==> src/rtl/spi_arb_pkg.sv <==
// Shared state encoding for the SPI master arbiter.
package spi_arb_pkg;

  localparam logic [2:0] ST_IDLE      = 3'd0;
  localparam logic [2:0] ST_LAUNCH    = 3'd1;
  localparam logic [2:0] ST_WAIT_BUSY = 3'd2;
  localparam logic [2:0] ST_WAIT_DONE = 3'd3;
  localparam logic [2:0] ST_RESP      = 3'd4;

  typedef enum logic [2:0] {
    IDLE      = ST_IDLE,
    LAUNCH    = ST_LAUNCH,
    WAIT_BUSY = ST_WAIT_BUSY,
    WAIT_DONE = ST_WAIT_DONE,
    RESP      = ST_RESP
  } state_t;

endpackage

==> src/rtl/spi_arbiter_if.sv <==
// Requester bus plus the spi_master handshake, bundled for the arbiter.
interface spi_arbiter_if #(
  parameter int NUM_REQ = 4,
  parameter int DATA_W  = 8
);
  logic [NUM_REQ-1:0]        req;
  logic [NUM_REQ*DATA_W-1:0] req_data;
  logic [NUM_REQ-1:0]        gnt;
  logic [NUM_REQ-1:0]        done;
  logic [DATA_W-1:0]         rsp_data;
  logic                      err;
  logic                      spi_start_n;
  logic [DATA_W-1:0]         spi_data_in;
  logic                      spi_busy;
  logic [DATA_W-1:0]         spi_data_out;

  modport slave (
    input  req, req_data, spi_busy, spi_data_out,
    output gnt, done, rsp_data, err, spi_start_n, spi_data_in
  );

  modport master (
    output req, req_data, spi_busy, spi_data_out,
    input  gnt, done, rsp_data, err, spi_start_n, spi_data_in
  );
endinterface

==> src/rtl/spi_arbiter_rr.sv <==
// Combinational round-robin pick: first requester at or after i_ptr, wrapping.
module rr_arbiter #(
  parameter int NUM_REQ = 4
) (
  input  logic [NUM_REQ-1:0]         i_req,
  input  logic [$clog2(NUM_REQ)-1:0] i_ptr,
  output logic [NUM_REQ-1:0]         o_pick
);
  localparam int PTR_W = $clog2(NUM_REQ);

  logic             w_found;
  logic [PTR_W-1:0] w_idx;

  always_comb begin
    o_pick  = '0;
    w_found = 1'b0;
    w_idx   = '0;
    for (int k = 0; k < NUM_REQ; k++) begin
      w_idx = PTR_W'((int'(i_ptr) + k) % NUM_REQ);
      if (!w_found && i_req[w_idx]) begin
        o_pick[w_idx] = 1'b1;
        w_found       = 1'b1;
      end
    end
  end
endmodule

==> src/rtl/spi_arbiter.sv <==
// Round-robin sharing of one spi_master among NUM_REQ requesters.
// Optional transfer watchdog enabled by defining SPI_ARB_TIMEOUT_EN.
module spi_arbiter
  import spi_arb_pkg::*;
#(
  parameter int NUM_REQ     = 4,
  parameter int DATA_W      = 8,
  parameter int TIMEOUT_CYC = 200000000
) (
  input logic          CLOCK_50,
  input logic          reset,
  spi_arbiter_if.slave bus
);
  localparam int PTR_W = $clog2(NUM_REQ);

  if (NUM_REQ < 2 || NUM_REQ > 8 || TIMEOUT_CYC < 2) begin : g_bad_cfg
    $error("spi_arbiter: unsupported parameter set");
  end

  state_t             r_state;
  logic [NUM_REQ-1:0] r_gnt;
  logic [NUM_REQ-1:0] r_done;
  logic [DATA_W-1:0]  r_rsp;
  logic [DATA_W-1:0]  r_tx;
  logic               r_err;
  logic               r_start_n;
  logic               r_to;
  logic [PTR_W-1:0]   r_ptr;
  logic [PTR_W-1:0]   r_win;

  logic [NUM_REQ-1:0] w_pick;
  logic [PTR_W-1:0]   w_pick_idx;
  logic               w_timeout;

  rr_arbiter #(.NUM_REQ(NUM_REQ)) u_rr (
    .i_req  (bus.req),
    .i_ptr  (r_ptr),
    .o_pick (w_pick)
  );

  always_comb begin
    w_pick_idx = '0;
    for (int k = 0; k < NUM_REQ; k++) begin
      if (w_pick[k]) w_pick_idx = PTR_W'(k);
    end
  end

`ifdef SPI_ARB_TIMEOUT_EN
  localparam int CNT_W = $clog2(TIMEOUT_CYC + 1);
  logic [CNT_W-1:0] r_cnt;

  // Counts cycles since LAUNCH; LAUNCH itself is cycle 0 of the budget.
  always_ff @(posedge CLOCK_50) begin
    if (reset || r_state == IDLE) r_cnt <= '0;
    else if (!w_timeout)          r_cnt <= r_cnt + 1'b1;
  end

  assign w_timeout = (r_state == WAIT_BUSY || r_state == WAIT_DONE) &&
                     (r_cnt == CNT_W'(TIMEOUT_CYC - 1));
`else
  assign w_timeout = 1'b0;
`endif

  always_ff @(posedge CLOCK_50) begin
    if (reset) begin
      r_state   <= IDLE;
      r_gnt     <= '0;
      r_done    <= '0;
      r_rsp     <= '0;
      r_err     <= 1'b0;
      r_start_n <= 1'b1;
      r_tx      <= '0;
      r_ptr     <= '0;
      r_win     <= '0;
      r_to      <= 1'b0;
    end else begin
      r_done    <= '0;
      r_err     <= 1'b0;
      r_start_n <= 1'b1;
      case (r_state)
        IDLE: begin
          if (|bus.req) begin
            r_gnt   <= w_pick;
            r_win   <= w_pick_idx;
            r_tx    <= bus.req_data[int'(w_pick_idx)*DATA_W +: DATA_W];
            r_to    <= 1'b0;
            r_state <= LAUNCH;
          end
        end
        LAUNCH: begin
          r_start_n <= 1'b0;
          r_state   <= WAIT_BUSY;
        end
        WAIT_BUSY: begin
          if (w_timeout) begin
            r_to    <= 1'b1;
            r_rsp   <= '0;
            r_state <= RESP;
          end else if (bus.spi_busy) begin
            r_state <= WAIT_DONE;
          end
        end
        WAIT_DONE: begin
          if (w_timeout) begin
            r_to    <= 1'b1;
            r_rsp   <= '0;
            r_state <= RESP;
          end else if (!bus.spi_busy) begin
            r_rsp   <= bus.spi_data_out;
            r_state <= RESP;
          end
        end
        RESP: begin
          r_done  <= r_gnt;
          r_err   <= r_to;
          r_gnt   <= '0;
          r_ptr   <= (r_win == PTR_W'(NUM_REQ - 1)) ? '0 : r_win + 1'b1;
          r_state <= IDLE;
        end
        default: r_state <= IDLE;
      endcase
    end
  end

  assign bus.gnt         = r_gnt;
  assign bus.done        = r_done;
  assign bus.rsp_data    = r_rsp;
  assign bus.err         = r_err;
  assign bus.spi_start_n = r_start_n;
  assign bus.spi_data_in = r_tx;
endmodule
==> src/flat_wrapper.sv <==
// flat-port wrapper written by rule: the top's interface ports become plain ports
module spi_arbiter_flat import spi_arb_pkg::*;
#(
  parameter int NUM_REQ     = 4,
  parameter int DATA_W      = 8,
  parameter int TIMEOUT_CYC = 200000000
)
  (CLOCK_50, reset, bus_req, bus_req_data, bus_spi_busy, bus_spi_data_out, bus_gnt, bus_done, bus_rsp_data, bus_err, bus_spi_start_n, bus_spi_data_in);
  spi_arbiter_if #(.NUM_REQ(NUM_REQ), .DATA_W(DATA_W)) bus_i ();
  input logic CLOCK_50;
  input logic reset;
  input wire logic [$bits(bus_i.req)-1:0] bus_req;
  input wire logic [$bits(bus_i.req_data)-1:0] bus_req_data;
  input wire logic [$bits(bus_i.spi_busy)-1:0] bus_spi_busy;
  input wire logic [$bits(bus_i.spi_data_out)-1:0] bus_spi_data_out;
  output wire logic [$bits(bus_i.gnt)-1:0] bus_gnt;
  output wire logic [$bits(bus_i.done)-1:0] bus_done;
  output wire logic [$bits(bus_i.rsp_data)-1:0] bus_rsp_data;
  output wire logic [$bits(bus_i.err)-1:0] bus_err;
  output wire logic [$bits(bus_i.spi_start_n)-1:0] bus_spi_start_n;
  output wire logic [$bits(bus_i.spi_data_in)-1:0] bus_spi_data_in;
  assign bus_i.req = bus_req;
  assign bus_i.req_data = bus_req_data;
  assign bus_i.spi_busy = bus_spi_busy;
  assign bus_i.spi_data_out = bus_spi_data_out;
  assign bus_gnt = bus_i.gnt;
  assign bus_done = bus_i.done;
  assign bus_rsp_data = bus_i.rsp_data;
  assign bus_err = bus_i.err;
  assign bus_spi_start_n = bus_i.spi_start_n;
  assign bus_spi_data_in = bus_i.spi_data_in;
  spi_arbiter #(.NUM_REQ(NUM_REQ), .DATA_W(DATA_W), .TIMEOUT_CYC(TIMEOUT_CYC)) u_core (.CLOCK_50(CLOCK_50), .reset(reset), .bus(bus_i));
endmodule
==> config.mk <==
export PLATFORM = sky130hd
export DESIGN_NAME = spi_arbiter_flat
export DESIGN_NICKNAME = d
export VERILOG_FILES = /design/src/rtl/spi_arb_pkg.sv /design/src/rtl/spi_arbiter_if.sv /design/src/rtl/spi_arbiter_rr.sv /design/src/rtl/spi_arbiter.sv /design/src/flat_wrapper.sv
export SDC_FILE = /design/constraint.sdc
export NUM_CORES = 1
export LEC_CHECK = 0
export BUFFER_PORTS_ARGS = -buffer_cell sky130_fd_sc_hd__buf_2
export CORE_MARGIN = 2
export CORE_UTILIZATION = 43
export CTS_CLUSTER_SIZE = 24
export DETAILED_ROUTE_END_ITERATION = 7
export PLACE_DENSITY = 0.76
export SYNTH_ARGS = -nofsm -noshare
export SYNTH_HDL_FRONTEND = slang
export SYNTH_HIERARCHICAL = 1
export SYNTH_SLANG_ARGS = --single-unit
export TNS_END_PERCENT = 100
==> constraint.sdc <==
create_clock -name CLOCK_50 -period 3.1 [get_ports CLOCK_50]
set_input_delay 0.62 -clock CLOCK_50 [delete_from_list [all_inputs] [get_ports CLOCK_50]]
set_output_delay 0.62 -clock CLOCK_50 [all_outputs]
set_load 0.02 [all_outputs]
==> flow_metrics.py, run 1 <==
metrics = {
    "status": {
        "outcome": "complete, no violations",
    },
    "worst_setup_path": {
        "crit_fanout": 8,
        "crit_family": "multiplexers",
        "crit_arrival_ns": 2.96,
        "endpoint_kind": "flip-flop",
        "worstSetupPathType": "reg -> reg",
        "cp_cell_sequence": "inv_1 > ha_1 > mux4_2 > nor2_1 > nand2_1 > o211ai_1 > buf_4 > mux2_2 > a222oi_1 > a211oi_1",
        "cp_slowest_cell": "mux4_2",
        "critical_path_buf_inv_count": 2,
        "cp.required_ns": 3.24,
        "startpoint_type": "flip-flop",
        "cpPeakStageDelay_ns": 0.39,
    },
    "timing": {
        "finalMaxSlewViolations": 0,
        "finalClockSkew_ns": 0.00525,
        "hold_viol_final": 0,
        "grt_setup_unrepaired": "no",
        "max_freq_mhz": 355,
        "worstMarginPinSlew_ns": 0.627,
        "setup_violations": 0,
        "min_period_ns": 2.81,
        "totalNegativeSetupSlack_ns": 0,
        "post-route-period-util_pct": 90.7,
        "relSlewSlack_pct": 58.0,
    },
    "floorplanning": {
        "core_area_sq_um": 3740,
        "die_height_microns": 67.2,
        "initial_core_util_pct": 45.8,
        "io_pins": 73,
        "dieWidth_microns": 67.2,
        "die_area_sq_um": 4510,
        "row_count": 22,
    },
    "place": {
        "dpl_cell_area_sq_um": 2120,
        "io_buffer_count": 71,
        "dp_hpwl_microns": 2900,
        "gp_congestion": 0.803,
    },
    "layout": {
        "area_growth_pct": 30.9,
        "final_cell_mix": "buf_2, dfxtp_1, a21oi_1, nand2_1, a211oi_1",
        "drive_gt1_share_pct": 41.3,
        "final_area_sq_um": 2240,
        "diodes": 0,
        "nets": 312,
        "layout_commonest_cell": "buf_2",
    },
    "pwr": {
        "powerDensity_nw_per_um2": 524,
        "power_leakage_nw": 0.989,
        "peakVddDrop_mv": 0.230,
    },
    "global_route": {
        "grt_usage_pct": 19.2,
        "antenna_found_initial": 0,
        "overflow": 0,
        "first_global_vias": 1572,
        "grt_pass1_wl_microns": 6630,
        "grt_max_degree": 30,
    },
    "clocking": {
        "clkTransAtPathRegs_ns": 0.07,
        "cts_tree": "built",
        "post-cts-setup-buffer-count": 0,
        "cts_sinks": 32,
        "ctsRootBufferMaster": "clkbuf_8",
        "clockBufferDepth": 2,
        "clk_latency_ns": 0.28,
        "post_cts_resized": 0,
        "cts_hold_buf": 0,
        "numCtsBuffers": 5,
        "cts_max_level": 2,
    },
    "yosys": {
        "ys_top_cells_by_area": "dfxtp_1, a21oi_1, mux2_2, nand2_1, ha_1",
        "synth_nets": 241,
        "ys_seq_area_share_pct": 37.3,
        "ys_ff_latch": 32,
        "postSynthAreaPerCell_sq_um": 9.17,
        "synth_edf_count": 0,
        "ys.warnings.count": 6,
        "synthArstFlopShare_pct": 0,
        "synth_top_area_share_pct": 37.3,
        "ys_types": 35,
        "synth_flop_cell": "dfxtp_1",
        "syn_area_sq_um": 1720,
        "syn_inst": 187,
        "yosys.area.top_type": "dfxtp_1",
    },
    "job": {
        "drv_cap": 0,
    },
    "drt": {
        "drt_iter0_drc": 99,
        "vias": 1678,
        "ant_nets": 0,
        "firstDrtPassIters": 4,
        "routed_wl_microns": 4060,
        "wl_per_cell_microns": 13.2,
        "via_per_inst": 5.47,
        "drc": 0,
    },
    "worst_hold_path": {
        "holdCritPathClass": "reg -> reg",
    },
}
-- worst reg2reg max path, delay by kind of cell, from the launching register on --
| kind | cells | cell delay (ns) |
|---|---|---|
| buf+inv | 2 | 0.32 |
| compound gates | 3 | 0.72 |
| mux | 2 | 0.74 |
| flops | 1 | 0.33 |
| fa+ha+maj | 1 | 0.34 |
| simple gates | 2 | 0.24 |
-- state kept, by name, summed over array words and instances (netlist names) --
signal / cells
u_core/r_win: 2
u_core/bus.gnt: 4
u_core/bus.done: 4
u_core/bus.spi_data_in: 8
u_core/bus.spi_start_n: 1
u_core/r_state: 3
u_core/r_ptr: 2
u_core/bus.rsp_data: 8
-- through the flow --
step,power (mW),worst slack (ns),cells,hold slack [ns],util (%)
2_1_floorplan,0.661,0.240,187,0.498,-
3_3_place_gp,0.751,0.137,299,0.441,56.6
3_5_place_dp,0.756,0.111,299,0.443,56.6
4_1_cts,1.19,0.298,307,0.452,60.0
5_1_grt,1.24,0.106,307,0.475,60.0
6_report,1.18,0.287,307,0.454,60.0
-- final timing paths --
| check | endpoint | cells past startpoint | slack (ns) | startpoint |
|---|---|---|---|---|
| worst max-delay path | u_core/bus.spi_data_in[0] | 10 | 0.29 | u_core/r_ptr[0] |
| worst min-delay path | u_core/bus.rsp_data[5] | 2 | 0.45 | u_core/bus.rsp_data[5] |
| worst max register to register | u_core/bus.spi_data_in[0] | 10 | 0.29 | u_core/r_ptr[0] |
| worst min register to register | u_core/bus.rsp_data[5] | 2 | 0.45 | u_core/bus.rsp_data[5] |
-- synthesized netlist by cell type, types with 2 or more instances --
| library cell | instances |
|---|---|
| dfxtp_1 | 32 |
| nand2_1 | 24 |
| buf_2 | 4 |
| a211oi_1 | 10 |
| a21oi_1 | 28 |
| a222oi_1 | 8 |
| or3_1 | 2 |
| o211ai_1 | 8 |
| mux2_2 | 8 |
| mux4_2 | 2 |
| nor3_1 | 2 |
| nor2_1 | 6 |
| ha_1 | 7 |
| mux4_1 | 2 |
| inv_1 | 7 |
| clkbuf_1 | 8 |
| nand3_1 | 5 |
| and2_1 | 4 |
| a21o_2 | 4 |
-- power breakdown --
part	total (mW)	leakage, nW	switching (mW)	internal [mW]
Combinational	0.275	0.663	0.156	0.119
Clock	0.429	0.0645	0.146	0.283
Sequential	0.473	0.262	0.0242	0.449
-- final cells by class --
class                      instances  area, sq um
clock buffer                       7         96.3
clock inverter                     1         30.0
fill                             344         1500
inverter                           7         26.3
multi-input combinational        133          976
sequential                        32          641
tap                               48         60.1
timing repair buffer              79          415
-- kinds of logic (layout without fill, tap and decap cells) --
group | after synthesis | count (layout) | share of synthesized area, %
AO/OA/AOI/OAI | 60 | 60 | 23.7
adder cells (fa/ha/maj) | 7 | 7 | 5.11
buffers and inverters | 22 | 94 | 5.76
flip-flops | 32 | 32 | 37.3
multiplexers | 12 | 12 | 10.9
other | 1 | 1 | 0.219
AND/OR/NAND/NOR | 53 | 53 | 16.9
-- layer usage --
metal	GRT usage (%)	wire length (microns)	share of wire [%]
met5	0	0	0
met4	8.16	96	2.4
met3	4.00	216	5.3
met2	33.2	1980	49
met1	22.9	1760	43
No activity file was read; power rests on OpenSTA's default activity.
==> run 2, diff against run 1 <==
- BUFFER_PORTS_ARGS: -buffer_cell sky130_fd_sc_hd__buf_2 -> -buffer_cell sky130_fd_sc_hd__clkbuf_2
- CORE_MARGIN: 2 -> 3
- RECOVER_POWER: default -> 25
==> flow_metrics.py, run 2 (synthesized netlist as in run 1, its figures left out) <==
metrics = {
    "timing": {
        "finalMaxSlewViolations": 0,
        "worstMarginPinSlew_ns": 1.30,
        "max_freq_mhz": 352,
        "totalNegativeSetupSlack_ns": 0,
        "hold_viol_final": 0,
        "finalClockSkew_ns": 0.00283,
        "setup_violations": 0,
        "min_period_ns": 2.84,
        "relSlewSlack_pct": 13.6,
        "grt_setup_unrepaired": "no",
        "post-route-period-util_pct": 91.6,
    },
    "place": {
        "dpl_cell_area_sq_um": 2130,
        "gp_congestion": 0.796,
        "io_buffer_count": 71,
        "dp_hpwl_microns": 3020,
    },
    "worst_setup_path": {
        "r2r_cells": 10,
        "r2r_start": "u_core/r_ptr[0]",
        "endpoint_kind": "flip-flop",
        "crit_arrival_ns": 2.94,
        "startpoint_type": "flip-flop",
        "crit_fanout": 10,
        "rr_endpoint": "u_core/bus.spi_data_in[7]",
        "worstSetupPathType": "reg -> reg",
        "cp.required_ns": 3.20,
        "rrSetupSlack_ns": 0.26,
    },
    "layout": {
        "layout_commonest_cell": "clkbuf_2",
        "final_area_sq_um": 2230,
        "final_util_pct": 59.5,
        "final_cell_mix": "clkbuf_2, dfxtp_1, a21oi_1, nand2_1, a211oi_1",
        "area_growth_pct": 29.8,
        "fillCellCount": 373,
        "diodes": 0,
        "nets": 313,
        "drive_gt1_share_pct": 39.2,
        "seqCellArea_sq_um": 641,
        "multiInputGateArea_sq_um": 976,
    },
    "floorplanning": {
        "row_count": 22,
        "die_area_sq_um": 4780,
        "core_area_sq_um": 3740,
        "io_pins": 73,
        "dieWidth_microns": 69.2,
        "initial_core_util_pct": 45.8,
        "die_height_microns": 69.2,
    },
    "pwr": {
        "peakVddDrop_mv": 0.368,
        "seqPwrFrac_pct": 41.9,
        "p_clk_share_pct": 33.6,
        "power_leakage_nw": 0.963,
        "p_switching_uw": 324,
        "power_frac_comb_pct": 24.4,
        "switching_share_pct": 28.6,
        "powerDensity_nw_per_um2": 508,
        "intPower_uw": 807,
        "p_total_mw": 1.13,
    },
    "status": {
        "outcome": "complete, no violations",
    },
    "clocking": {
        "clkTransAtPathRegs_ns": 0.06,
        "ctsRootBufferMaster": "clkbuf_8",
        "post_cts_resized": 0,
        "cts_tree": "built",
        "clk_latency_ns": 0.27,
        "numCtsBuffers": 5,
        "clockBufferDepth": 2,
        "post-cts-setup-buffer-count": 0,
        "cts_max_level": 2,
        "cts_sinks": 32,
        "cts_hold_buf": 0,
    },
    "global_route": {
        "overflow": 0,
        "first_global_vias": 1611,
        "grt_usage_pct": 17.9,
        "grt_pass1_wl_microns": 7240,
        "grt_max_degree": 30,
        "antenna_found_initial": 0,
    },
    "job": {
        "drv_cap": 0,
    },
    "drt": {
        "firstDrtPassIters": 4,
        "ant_nets": 0,
        "drc": 0,
        "routed_wl_microns": 4210,
        "via_per_inst": 5.41,
        "drt_iter0_drc": 120,
        "wl_per_cell_microns": 13.7,
        "vias": 1666,
    },
    "worst_hold_path": {
        "hp-start": "u_core/bus.rsp_data[5]",
        "holdCritPathClass": "reg -> reg",
        "hold_path_end": "u_core/bus.rsp_data[5]",
        "worst_hold_path.num_cells": 2,
    },
}
run 2: cell count changes in the layout (fill, tap and decap cells not counted):
cell / previous run / this run
clkbuf_1: 0 / 6
clkbuf_2: 0 / 66
clkinv_2: 0 / 1
buf_2: 71 / 0
clkbuf_8: 7 / 5
buf_4: 8 / 9
run 2: final cells by class:
class                      count  share of cell area, %
inverter                       7                   1.18
clock buffer                   6                   3.26
tap                           48                   2.70
multi-input combinational    133                   43.8
timing repair buffer          80                   18.7
clock inverter                 2                   1.57
sequential                    32                   28.8
run 2: worst max-delay path, cell delays in order, from the launching register on:
cell and delay (ns):
dfxtp_1 0.33, inv_1 0.08, ha_1 0.34, mux4_2 0.39
nor4b_4 0.36, nand2_1 0.09, o211ai_1 0.10, buf_4 0.21
mux2_2 0.34, a222oi_1 0.30, a211oi_1 0.11
run 2: how the worst max path moves through the flow:
stage	startpoint	endpoint	slack, ns
6_report	u_core/r_ptr[0]	u_core/bus.spi_data_in[7]	0.26
4_1_cts	u_core/r_ptr[0]	u_core/bus.spi_data_in[7]	0.28
5_1_grt	u_core/r_ptr[0]	u_core/bus.spi_data_in[7]	0.07
2_1_floorplan	u_core/r_ptr[0]	u_core/bus.spi_data_in[7]	0.24
3_3_place_gp	bus_req[2]	u_core/bus.spi_data_in[7]	0.16
3_5_place_dp	bus_req[2]	u_core/bus.spi_data_in[0]	0.09
run 2: metrics by stage:
step / hold WS (ns) / worst slack [ns] / std cells
floorplan: 0.498 / 0.240 / 187
detailed placement: 0.447 / 0.0936 / 300
global route: 0.473 / 0.0684 / 308
finish: 0.454 / 0.261 / 308
global placement: 0.443 / 0.161 / 300
CTS: 0.456 / 0.278 / 308
run 2: power by group through the flow:
stage | Combinational, mW | Clock (mW) | Sequential (mW)
3_5_place_dp | 0.277 | 0 | 0.483
4_1_cts | 0.278 | 0.391 | 0.474
5_1_grt | 0.307 | 0.411 | 0.480
6_report | 0.276 | 0.381 | 0.474
2_1_floorplan | 0.148 | 0 | 0.514
3_3_place_gp | 0.273 | 0 | 0.481
run 2: layer usage:
| metal | up-vias | global-route usage [%] | wire, microns |
|---|---|---|---|
| met3 | 2 | 4.96 | 270 |
| li1 | 840 | - | - |
| met1 | 772 | 22.1 | 1840 |
| met5 | - | 0 | 0 |
| met2 | 52 | 30.4 | 2080 |
| met4 | 0 | 5.21 | 21 |
==> run 3, diff against run 2 <==
- CORE_UTILIZATION: 43 -> 47
- PLACE_DENSITY: 0.76 -> 0.79
- clock period: 3.1 -> 2.7 ns (I/O delays scaled with it)
==> flow_metrics.py, run 3 (synthesized netlist as in run 1, its figures left out) <==
metrics = {
    "global_route": {
        "first_global_vias": 1625,
        "grt_use_met2_pct": 35.7,
        "grt_pass1_wl_microns": 7100,
        "grt_use_met3_pct": 4.08,
        "overflow": 0,
        "grt-busiest-layer": "met2",
        "grt_usage_pct": 20.8,
        "grt_util_met1_pct": 25.5,
        "grt_max_degree": 30,
        "antenna_found_initial": 0,
    },
    "pwr": {
        "power_frac_comb_pct": 26.6,
        "p_clk_share_pct": 31.5,
        "seqPwrFrac_pct": 41.8,
        "p_switching_uw": 379,
        "peakVddDrop_mv": 0.338,
        "intPower_uw": 918,
        "powerDensity_nw_per_um2": 543,
        "switching_share_pct": 29.2,
        "power_leakage_nw": 1.08,
    },
    "timing": {
        "relSlewSlack_pct": 58.5,
        "grt_setup_unrepaired": "yes",
        "finalClockSkew_ns": 0.00687,
        "setup_violations": 0,
        "worstMarginPinSlew_ns": 0.617,
        "worst_hold_slack_ns": 0.426,
        "finalMaxSlewViolations": 0,
        "post-route-period-util_pct": 98.2,
        "min_period_ns": 2.65,
        "max_freq_mhz": 377,
        "hold_viol_final": 0,
    },
    "clocking": {
        "clockBufferDepth": 2,
        "ctsRootBufferMaster": "clkbuf_4",
        "clk_latency_ns": 0.33,
        "cts_tree": "built",
        "clkTransAtPathRegs_ns": 0.10,
        "cts_sinks": 32,
        "cts_max_level": 2,
        "numCtsBuffers": 5,
        "cts_hold_buf": 0,
    },
    "drt": {
        "vias": 1753,
        "via_per_inst": 5.41,
        "drt_iter0_drc": 108,
        "firstDrtPassIters": 4,
        "ant_nets": 0,
        "drc": 0,
        "wl_per_cell_microns": 13.5,
        "routed_wl_microns": 4380,
    },
    "worst_setup_path": {
        "crit_fanout": 6,
        "cp.required_ns": 2.89,
        "worstSetupPathType": "reg -> reg",
        "endpoint_kind": "flip-flop",
        "crit_arrival_ns": 2.84,
        "startpoint_type": "flip-flop",
    },
    "job": {
        "drv_cap": 0,
    },
    "layout": {
        "final_cell_mix": "clkbuf_2, dfxtp_1, a21oi_1, buf_4, nand2_1",
        "seqCellArea_sq_um": 643,
        "nets": 331,
        "multiInputGateArea_sq_um": 1010,
        "layout_commonest_cell": "clkbuf_2",
        "area_growth_pct": 39.5,
        "fillCellCount": 285,
        "diodes": 0,
        "drive_gt1_share_pct": 47.5,
        "final_area_sq_um": 2390,
    },
    "place": {
        "gp_congestion": 0.800,
        "dpl_cell_area_sq_um": 2220,
        "io_buffer_count": 71,
        "dp_hpwl_microns": 3200,
    },
    "floorplanning": {
        "die_height_microns": 66.4,
        "core_area_sq_um": 3420,
        "die_area_sq_um": 4410,
        "initial_core_util_pct": 50.2,
        "row_count": 21,
        "io_pins": 73,
        "dieWidth_microns": 66.4,
    },
    "status": {
        "outcome": "complete, no violations",
    },
    "worst_hold_path": {
        "holdCritPathClass": "in -> reg",
    },
}
run 3: worst paths after layout:
| check | start | end | slack, ns | cells after the start |
|---|---|---|---|---|
| max reg2reg | u_core/r_ptr[0] | u_core/bus.spi_data_in[0] | 0.05 | 12 |
| min | bus_spi_data_out[5] | u_core/bus.rsp_data[5] | 0.43 | 3 |
| min reg2reg | u_core/bus.rsp_data[4] | u_core/bus.rsp_data[4] | 0.46 | 2 |
| max | u_core/r_ptr[0] | u_core/bus.spi_data_in[0] | 0.05 | 12 |
run 3: per-stage QoR:
step	std cells	setup TNS, ns	total power, mW	worst slack [ns]	utilization (%)
2_1_floorplan	187	0	0.760	0.00322	-
3_3_place_gp	311	-1.07	0.876	-0.140	65.1
3_5_place_dp	311	-1.52	0.883	-0.234	65.1
4_1_cts	320	0	1.29	0.00907	68.4
5_1_grt	324	-0.418	1.37	-0.0705	70.0
6_report	324	0	1.30	0.0477	70.0
run 3: per-layer routing:
| layer | vias up | share of wire (%) |
|---|---|---|
| met5 | - | 0 |
| met4 | 0 | 0.82 |
| met3 | 4 | 5.8 |
| met2 | 60 | 50 |
| met1 | 812 | 43 |
| li1 | 877 | - |
run 3: worst max-delay path, cell delays in order, from the launching register on:
cell	delay (ns)
dfxtp_2	0.37
buf_6	0.11
buf_4	0.11
mux4_1	0.56
nor4b_4	0.16
buf_4	0.13
buf_4	0.13
nand2_1	0.07
o211ai_1	0.09
buf_4	0.17
buf_4	0.16
a222oi_1	0.31
a211oi_1	0.13
run 3: final cells by class:
cell class                 instances  area share, %
inverter                           7           1.10
tap                               46           2.41
clock buffer                       7           2.72
multi-input combinational        133           42.3
timing repair buffer              98           23.4
sequential                        32           26.9
clock inverter                     1           1.26
run 3: power by group through the flow:
stage	logic [mW]	clock network [mW]	registers [mW]
floorplan	0.170	0	0.590
global placement	0.325	0	0.552
detailed placement	0.329	0	0.553
CTS	0.334	0.418	0.543
global route	0.377	0.440	0.549
finish	0.346	0.409	0.543
run 3: repair_timing:
action                                  in CTS  in global routing
setup buffers                                1                  4
endpoints found under the setup margin       8                  8
pin swaps                                    1                 14
resized for setup                            4                  9
